**config.mk**
```make
export PLATFORM = sky130hd
export DESIGN_NAME = id_fetch_receiver
export DESIGN_NICKNAME = d
export VERILOG_FILES = /design/src/rtl/rv_defs_pkg.sv /design/src/rtl/rv_imm_gen.sv /design/src/rtl/id_fetch_receiver.sv
export SDC_FILE = /design/constraint.sdc
export NUM_CORES = 1
export LEC_CHECK = 0
export CAP_MARGIN = 10
export CORE_MARGIN = 2
export CORE_UTILIZATION = 35
export CTS_BUF_LIST = sky130_fd_sc_hd__clkbuf_8
export CTS_CLUSTER_DIAMETER = 30
export DETAILED_ROUTE_END_ITERATION = 6
export PLACE_DENSITY = 0.74
export SLEW_MARGIN = 20
export SYNTH_ARGS = -nofsm -noshare
export SYNTH_HDL_FRONTEND = slang
export SYNTH_HIERARCHICAL = 1
export SYNTH_SLANG_ARGS = --single-unit
```
**constraint.sdc**
```tcl
create_clock -name clk -period 7.6 [get_ports clk]
set_input_delay 1.14 -clock clk [delete_from_list [all_inputs] [get_ports clk]]
set_output_delay 1.14 -clock clk [all_outputs]
set_load 0.02 [all_outputs]
```
**src/rtl/rv_defs_pkg.sv**
```systemverilog
// rtl/rv_defs_pkg.sv - shared RV32 opcode, exception and immediate-format definitions
package rv_defs_pkg;

    localparam logic [6:0] OP_LOAD   = 7'b0000011;
    localparam logic [6:0] OP_IMM    = 7'b0010011;
    localparam logic [6:0] OP_STORE  = 7'b0100011;
    localparam logic [6:0] OP_BRANCH = 7'b1100011;
    localparam logic [6:0] OP_JAL    = 7'b1101111;
    localparam logic [6:0] OP_JALR   = 7'b1100111;
    localparam logic [6:0] OP_LUI    = 7'b0110111;
    localparam logic [6:0] OP_AUIPC  = 7'b0010111;
    localparam logic [6:0] OP_REG    = 7'b0110011;
    localparam logic [6:0] OP_SYSTEM = 7'b1110011;

    localparam logic [31:0] NOP_INST = 32'h0000_0033;

    localparam logic [4:0] EXC_IAM = 5'd0;
    localparam logic [4:0] EXC_IAF = 5'd1;
    localparam logic [4:0] EXC_ILL = 5'd2;
    // Flag bit set marks the code as a live exception.
    localparam logic [5:0] EXC_ILL_CODE = {1'b1, EXC_ILL};

    typedef enum logic [2:0] {
        IMM_R,
        IMM_I,
        IMM_S,
        IMM_B,
        IMM_U,
        IMM_J,
        IMM_BAD
    } imm_type_e;

    function automatic imm_type_e imm_type_of(input logic [6:0] opcode);
        case (opcode)
            OP_LOAD, OP_IMM, OP_JALR, OP_SYSTEM: imm_type_of = IMM_I;
            OP_STORE:                           imm_type_of = IMM_S;
            OP_BRANCH:                          imm_type_of = IMM_B;
            OP_LUI, OP_AUIPC:                   imm_type_of = IMM_U;
            OP_JAL:                             imm_type_of = IMM_J;
            OP_REG:                             imm_type_of = IMM_R;
            default:                            imm_type_of = IMM_BAD;
        endcase
    endfunction

endpackage

```
**src/rtl/rv_imm_gen.sv**
```systemverilog
// rtl/rv_imm_gen.sv - combinational immediate, operand-use and illegal-opcode decode
module rv_imm_gen
    import rv_defs_pkg::*;
(
    input  logic [31:0] inst,
    output logic [31:0] imm,
    output logic        uses_rs1,
    output logic        uses_rs2,
    output logic        illegal
);

    imm_type_e imm_type;

    assign imm_type = imm_type_of(inst[6:0]);

    always_comb begin
        imm      = '0;
        uses_rs1 = 1'b1;
        uses_rs2 = 1'b0;
        illegal  = 1'b0;
        case (imm_type)
            IMM_I: imm = {{20{inst[31]}}, inst[31:20]};
            IMM_S: begin
                imm      = {{20{inst[31]}}, inst[31:25], inst[11:7]};
                uses_rs2 = 1'b1;
            end
            IMM_B: begin
                imm      = {{19{inst[31]}}, inst[31], inst[7], inst[30:25], inst[11:8], 1'b0};
                uses_rs2 = 1'b1;
            end
            IMM_U: begin
                imm      = {inst[31:12], 12'b0};
                uses_rs1 = 1'b0;
            end
            IMM_J: begin
                imm      = {{11{inst[31]}}, inst[31], inst[19:12], inst[20], inst[30:21], 1'b0};
                uses_rs1 = 1'b0;
            end
            IMM_R:   uses_rs2 = 1'b1;
            default: illegal  = 1'b1;
        endcase
        // SYSTEM shares the I format but never reads rs1 here.
        if (inst[6:0] == OP_SYSTEM) begin
            uses_rs1 = 1'b0;
        end
    end

endmodule

```
**src/rtl/id_fetch_receiver.sv**
```systemverilog
// rtl/id_fetch_receiver.sv - decode-side fetch->decode pipeline register with load-use stall
module id_fetch_receiver
    import rv_defs_pkg::*;
#(
    parameter logic [31:0] NOP_INST = rv_defs_pkg::NOP_INST,
    parameter int          CNT_W    = 32
) (
    input  logic             clk,
    input  logic             rst_n,
    input  logic             fs_to_ds_valid,
    input  logic [63:0]      if_id_bus_in,
    input  logic [5:0]       exception_code_fd,
    output logic             ds_allowin,
    input  logic             flush,
    input  logic             es_allowin,
    input  logic             es_valid,
    input  logic             es_is_load,
    input  logic [4:0]       es_rd,
    output logic             ds_to_es_valid,
    output logic [31:0]      ds_pc,
    output logic [31:0]      ds_inst,
    output logic [4:0]       ds_rs1,
    output logic [4:0]       ds_rs2,
    output logic [4:0]       ds_rd,
    output logic [2:0]       ds_funct3,
    output logic [6:0]       ds_funct7,
    output logic [31:0]      ds_imm,
    output logic             ds_uses_rs1,
    output logic             ds_uses_rs2,
    output logic [5:0]       exception_code_dd,
    output logic [CNT_W-1:0] stall_cnt
);

    logic        ds_valid;
    logic [31:0] inst_r;
    logic [31:0] pc_r;
    logic [5:0]  exc_r;
    logic        illegal;
    logic        load_use;
    logic        ds_ready_go;

    rv_imm_gen u_imm_gen (
        .inst     (inst_r),
        .imm      (ds_imm),
        .uses_rs1 (ds_uses_rs1),
        .uses_rs2 (ds_uses_rs2),
        .illegal  (illegal)
    );

    assign ds_inst   = inst_r;
    assign ds_pc     = pc_r;
    assign ds_rs1    = inst_r[19:15];
    assign ds_rs2    = inst_r[24:20];
    assign ds_rd     = inst_r[11:7];
    assign ds_funct3 = inst_r[14:12];
    assign ds_funct7 = inst_r[31:25];

    // x0 is never a real producer, so a load to x0 cannot create a hazard.
    assign load_use = ds_valid && es_valid && es_is_load && (es_rd != 5'd0) &&
                      ((ds_uses_rs1 && (ds_rs1 == es_rd)) ||
                       (ds_uses_rs2 && (ds_rs2 == es_rd)));

    assign ds_ready_go    = !load_use;
    assign ds_allowin     = !ds_valid || (ds_ready_go && es_allowin);
    assign ds_to_es_valid = ds_valid && ds_ready_go && !flush;

    always_comb begin
        exception_code_dd = 6'd0;
        if (ds_valid) begin
            // A live fetch exception takes precedence over the illegal-opcode code.
            if (illegal && !exc_r[5]) begin
                exception_code_dd = EXC_ILL_CODE;
            end else begin
                exception_code_dd = exc_r;
            end
        end
    end

    always_ff @(posedge clk or negedge rst_n) begin
        if (!rst_n) begin
            ds_valid  <= 1'b0;
            inst_r    <= NOP_INST;
            pc_r      <= 32'd0;
            exc_r     <= 6'd0;
            stall_cnt <= '0;
        end else begin
            if (flush) begin
                ds_valid <= 1'b0;
            end else if (ds_allowin) begin
                ds_valid <= fs_to_ds_valid;
                if (fs_to_ds_valid) begin
                    inst_r <= if_id_bus_in[63:32];
                    pc_r   <= if_id_bus_in[31:0];
                    exc_r  <= exception_code_fd;
                end
            end
            if (load_use) begin
                stall_cnt <= stall_cnt + CNT_W'(1);
            end
        end
    end

endmodule
```
# Word-level counts from Yosys, hierarchy flattened
# Index checks and enable logic that the tools add are counted.
# Widths: inputs -> output; s select.
dict set report totals {
  reg_bits 103
  inputBits 82
  output_inout_bits 163
  wordCells 59
}
dict set report classes {
  n_addsub 1
  n_eq_ne 17
  n_mux 10
  bitwise_logic 1
  n_reduce_logical 25
}
# operator n
set ops {}
lappend ops {{$pmux 32 s5} 1}
lappend ops {{$add 32x1->32 const B} 1}
lappend ops {{$eq 7x7->1 const B} 4}
lappend ops {{$eq 7x6->1 const B} 3}
lappend ops {{$pmux 3 s6} 1}
lappend ops {{$eq 7x5->1 const B} 2}
lappend ops {{$mux 6} 2}
lappend ops {{$eq 5x5->1} 2}
lappend ops {{$logic_and 1x1->1} 10}
lappend ops {{$eq 7x2->1 const B} 1}
lappend ops {{$eq 3x2->1 const B} 2}
lappend ops {{$eq 3x3->1 const B} 2}
lappend ops {{$mux 1} 6}
lappend ops {{$reduce_or 6->1} 1}
lappend ops {{$reduce_bool 5->1} 1}
lappend ops {{$logic_not 1->1} 4}
lappend ops {{$reduce_or 2->1} 2}
lappend ops {{$reduce_or 4->1} 1}
lappend ops {{$eq 3x1->1 const B} 1}
lappend ops {{$logic_not 3->1} 1}
lappend ops {{$reduce_and 3->1} 1}
lappend ops {{$reduce_or 3->1} 1}
lappend ops {{$logic_or 1x1->1} 2}
lappend ops {{$reduce_bool 2->1} 1}
lappend ops {{$not 1->1} 1}

# Longest topological paths before layout
dict set report logic_depth {
  word_depth 15
  ltp_mapped 12
  depth_no_buf 8
}

# Cells and area by module
# Netlist, hierarchy kept.
# mod n_inst cells_per_inst area_each_um2 seq_area_each_um2
set modules_own_cells {}
lappend modules_own_cells {id_fetch_receiver 1 353 4613.2 2582.5}
lappend modules_own_cells {rv_imm_gen 1 78 563.0 0.0}

# Least setup slack after synthesis
# Ideal clock, no wire load.
dict set report synth_path {
  path_type {reg2out}
  start {register inst_r[5], in the netlist ds_inst[5]}
  end {output port ds_to_es_valid}
  arrival_time_ns 2.720
  t_required_ns 6.460
  slack_ns 3.740
  path_stages_with_launch 11
  n_path_buf 2
  cell_sequence {dfstp_2 -> clkbuf_1 -> and3b_1 -> a22o_1 -> nor2b_2 -> nor2_1 -> nand2_1 -> o22a_1 -> clkbuf_1 -> nor2_1 -> nor3b_1}
}
dict set report synth_between {
  elab_cells_between_ends 30
  cone_classes {eq/ne (14); mux (4); reduce/logical (12)}
}
# element line_no
set synth_rtl {}
lappend synth_rtl {{from (decl)} id_fetch_receiver.sv:35} ;# logic [31:0] inst_r;
lappend synth_rtl {{from (signal assigned)} id_fetch_receiver.sv:92} ;# inst_r <= if_id_bus_in[63:32];
lappend synth_rtl {{$eq 7x2->1, or another cell as far along} rv_defs_pkg.sv:34} ;# case (opcode)
lappend synth_rtl {{$reduce_or 4->1 / $reduce_or 2->1 (equally long branches)} rv_defs_pkg.sv:34}
lappend synth_rtl {{$pmux 3 s6 (*)} rv_defs_pkg.sv:34}
lappend synth_rtl {{$eq 3x2->1 / $logic_not 3->1 (equally long branches)} rv_imm_gen.sv:21} ;# case (imm_type)
lappend synth_rtl {{$reduce_or 3->1 (no source line) (*)} --}
lappend synth_rtl {{$mux 1 (*)} rv_imm_gen.sv:21}
lappend synth_rtl {{via ds_uses_rs2} id_fetch_receiver.sv:29} ;# output logic ds_uses_rs2,
lappend synth_rtl {{$logic_and 1x1->1 (*)} id_fetch_receiver.sv:61} ;# (ds_uses_rs2 && (ds_rs2 == es_rd)));
lappend synth_rtl {{$logic_or 1x1->1 (*)} id_fetch_receiver.sv:60} ;# ((ds_uses_rs1 && (ds_rs1 == es_rd)) ||
lappend synth_rtl {{$logic_and 1x1->1 (*)} id_fetch_receiver.sv:59} ;# assign load_use = ds_valid && es_valid && es_is_load && (es_rd != 5'd0) &&
lappend synth_rtl {{$logic_not 1->1 (*)} id_fetch_receiver.sv:63} ;# assign ds_ready_go = !load_use;
lappend synth_rtl {{$logic_and 1x1->1 (*) (2 in series)} id_fetch_receiver.sv:65} ;# assign ds_to_es_valid = ds_valid && ds_ready_go && !flush;
lappend synth_rtl {{to (decl)} id_fetch_receiver.sv:19} ;# output logic ds_to_es_valid,
# Mark *: on every way through the listed nets, which the timed path passes. The rest lies on a longest branch.

# Final worst setup path
dict set report layout_path {
  start {register inst_r[2], in the netlist ds_inst[2]}
  end {output port ds_to_es_valid}
}
dict set report layout_between {
  elab_chain_cells 13
  elab_cells_between_ends 30
  cone_classes {eq/ne (14); mux (4); reduce/logical (12)}
}
# element line_no
set layout_lines {}
lappend layout_lines {{$eq 7x2->1, or another cell as far along} rv_defs_pkg.sv:34}
lappend layout_lines {{$reduce_or 4->1 / $reduce_or 2->1 (equally long branches)} rv_defs_pkg.sv:34}
lappend layout_lines {{$pmux 3 s6} rv_defs_pkg.sv:34}
lappend layout_lines {{$eq 3x3->1} rv_imm_gen.sv:21}
lappend layout_lines {{$reduce_or 2->1 (no source line)} --}
lappend layout_lines {{$mux 1} rv_imm_gen.sv:21}
lappend layout_lines {{$mux 1} rv_imm_gen.sv:43} ;# if (inst[6:0] == OP_SYSTEM) begin
lappend layout_lines {{$logic_and 1x1->1} id_fetch_receiver.sv:60}
lappend layout_lines {{$logic_or 1x1->1 (*)} id_fetch_receiver.sv:60}
lappend layout_lines {{$logic_and 1x1->1 (*)} id_fetch_receiver.sv:59}
lappend layout_lines {{$logic_not 1->1 (*)} id_fetch_receiver.sv:63}
lappend layout_lines {{$logic_and 1x1->1 (*) (2 in series)} id_fetch_receiver.sv:65}
# Mark *: on every way between the ends. The rest lies on a longest branch, timed or not.

==> results.yml <==
cells_and_area:
  syn2layout_area_growth_pct: 49.6
  num_antenna_cells: 0
  fin_nets: 726
  drive_above_1_share_pct: 13.1
worst_setup_path:
  crit_path_start_kind: "register"
  critical_path.slowest_cell: "o22a_1"
  crit_family: "simple AND/OR/NAND/NOR gates"
  ff2ff_path_depth: 9
  crit_path_cell_trace: "and4bb_1 > and3b_1 > nor2b_2 > nor2_1 > nand2_1 > o22a_1 > nor2_1 > nor3b_1 > clkdlybuf4s50_1"
  cp_data_required_time_ps: 6460
  rrSetupSlack_ps: 3780
  critical_path_buf_inv_count: 1
  arrival_ps: 3950
  critPathMaxFanout: 28
  cp_common_cell: "nor2_1"
  endpoint_kind: "output port"
  max_stage_delay_ps: 780
  r2r_end: "ds_pc[22]"
  critPathKind: "register to output port"
  r2r_start: "ds_inst[2]"
routing:
  postRouteAntennaNets: 0
  drt-met1-wl_um: 6290
  vias: 4250
  wl_met3_um: 1050
  wl_met2_um: 7330
  wl_per_cell_um: 18.1
  top_layer: "met4"
  drt_wl_total_um: 15000
  drc_errors: 0
  vias_per_cell: 5.11
  drtIter0Drc: 313
  dr.pass1.iters: 6
placed_design:
  routabilityCongestion: 0.911
  pre_cts_ws_ps: 2630
  hpwl_um: 11200
  port_buffers: 244
timing:
  timing.final.ws_setup_ps: 2510
  hold_viol: 0
  finalCriticalPeriod_ps: 5090
  slew_headroom_pct: 33.9
  final.setup_skew_ps: 16.6
  slew_violations: 0
  rsz0062_at_grt: "no"
  min_period_over_period_pct: 67.0
  tightest_slew_ps: 992
  fin_tns_setup_ps: 0
  setup_viol_count_final: 0
  clock.fmax_mhz: 196
synth:
  yosysMostFrequentCell: "dfrtp_1"
  ys_warn_count: 6
  yosysUniqueCellTypes: 48
  syn-cell-area_um2: 5180
  synth_commonest_cells: "99 x dfrtp_1, 59 x mux2_2, 28 x xor2_1"
  synth-seq-area-share_pct: 49.9
  synth.area.top_cells: "dfrtp_1 48%, mux2_2 13%, xor2_1 4.7%, buf_4 3.8%, a21o_1 2.9%"
  avgSynthCellArea_um2: 12.0
  ys_seq_elements: 103
  netlist.area_leader.share_pct: 47.9
  synth_ff_type: "dfrtp_1"
  async_reset_ff_share_pct: 100
  synth_edf_count: 0
  syn_nets: 514
  synth_top_area_cell: "dfrtp_1"
  postSynthCellCount: 431
global_routing:
  overflow: 0
  grt_pass1_wl_um: 23700
  grt_pass1_vias: 4206
  antenna_found_initial: 0
  grtUsageTotal_pct: 19.0
  grt_max_degree: 70
clock_network:
  cts_tree: "yes"
  cts_htree_levels: 3
  cts_buffers: 9
  cts_setup_buffers: 0
  ctsResizeCount: 0
  hold_buffers: 0
  path_clk_slew_ps: 100
  cts.sinks: 103
  cts_root_buf: "clkbuf_8"
  cts_buffer_depth: 2
  clk_latency_ps: 370
die:
  start_util_pct: 35.8
  num_rows: 44
  fp.dieH_um: 126
  io_pins: 245
  die_width_um: 126
  core_um2: 14500
  dieArea_um2: 15800
power:
  powerDensity_nw_per_um2: 207
  power.leakage_uw: 0.00333
  ir_drop_mv: 0.109
hold_path:
  hold_depth: 1
  hp-class: "register to register"
  hp-start: "stall_cnt[31]"
  hold_end: "stall_cnt[31]"
flow_run:
  max_cap_viol_count: 0
run_status:
  outcome: "finished, final reports clean"
-- registers in the layout, summed over array words and instances, names as in the netlist --
signal,count
ds_pc,32
ds_inst,32
exc_r,6
ds_valid,1
stall_cnt,32
-- layout by cell type (no fill, tap or decap), types with 2 or more instances in the layout --
cell	count
dfrtp_1	99
mux2_2	59
nor2_1	13
nand3_1	20
nor4b_1	4
nor3_1	16
nand2_1	11
a32o_1	2
inv_1	4
o21a_1	3
a21oi_1	3
and2_1	6
clkdlybuf4s50_1	243
and4_1	2
mux2_1	12
xnor2_1	15
nor2b_1	13
bufinv_16	2
and3b_1	3
nand2b_1	2
a21o_1	20
and3_1	4
nor4_1	7
dfstp_2	4
nand4_1	11
nor3b_1	2
xor2_1	28
clkbuf_8	9
buf_4	4
a22o_1	6
-- report_power, final --
group | internal [µW] | switching, µW
Sequential | 617 | 78.9
Clock | 184 | 190
Combinational | 286 | 247
-- routing by layer --
metal,GRT usage (%),vias up
li1,-,1933
met1,24.3,2100
met2,31.3,194
met3,4.59,23
met4,7.12,0
met5,0,-
-- how the worst max path moves through the flow --
stage,from,end,slack (ps),cells after the start
2_1_floorplan,ds_inst[5],ds_to_es_valid,3740,10
5_1_grt,ds_inst[2],ds_to_es_valid,2240,9
6_report,ds_inst[2],ds_to_es_valid,2510,9
3_5_place_dp,es_rd[0],ds_to_es_valid,2630,7
3_3_place_gp,es_rd[0],ds_to_es_valid,2680,7
4_1_cts,ds_inst[2],ds_to_es_valid,2500,9
-- layout make-up --
cell class,instances,area (µm²)
Fill cell,1233,6740
Sequential cell,103,2580
Timing Repair Buffer,247,2460
Multi-Input combinational cell,279,2250
Tap cell,184,230
Clock buffer,9,124
Clock inverter,6,86.3
Inverter,3,11.3
-- metrics by stage --
stage          cells  area (µm²)  power (µW)  utilization [%]  hold slack [ps]
2_1_floorplan    431        5180         980                -              449
3_3_place_gp     816        7530        1230             52.0              459
3_5_place_dp     816        7530        1240             52.0              468
4_1_cts          831        7740        1630             53.5              489
5_1_grt          831        7740        1680             53.5              509
6_report         831        7740        1600             53.5              485
-- kinds of logic after synthesis --
family                   Yosys count  share of synthesized area [%]
XOR/XNOR                          43                           7.28
buffers and inverters             49                           6.70
AO/OA/AOI/OAI                     45                           7.32
flip-flops                       103                           49.9
AND/OR/NAND/NOR                  119                           13.1
multiplexers                      71                           15.4
adder cells (fa/ha/maj)            1                          0.242
(Power assumes the default switching activity.)
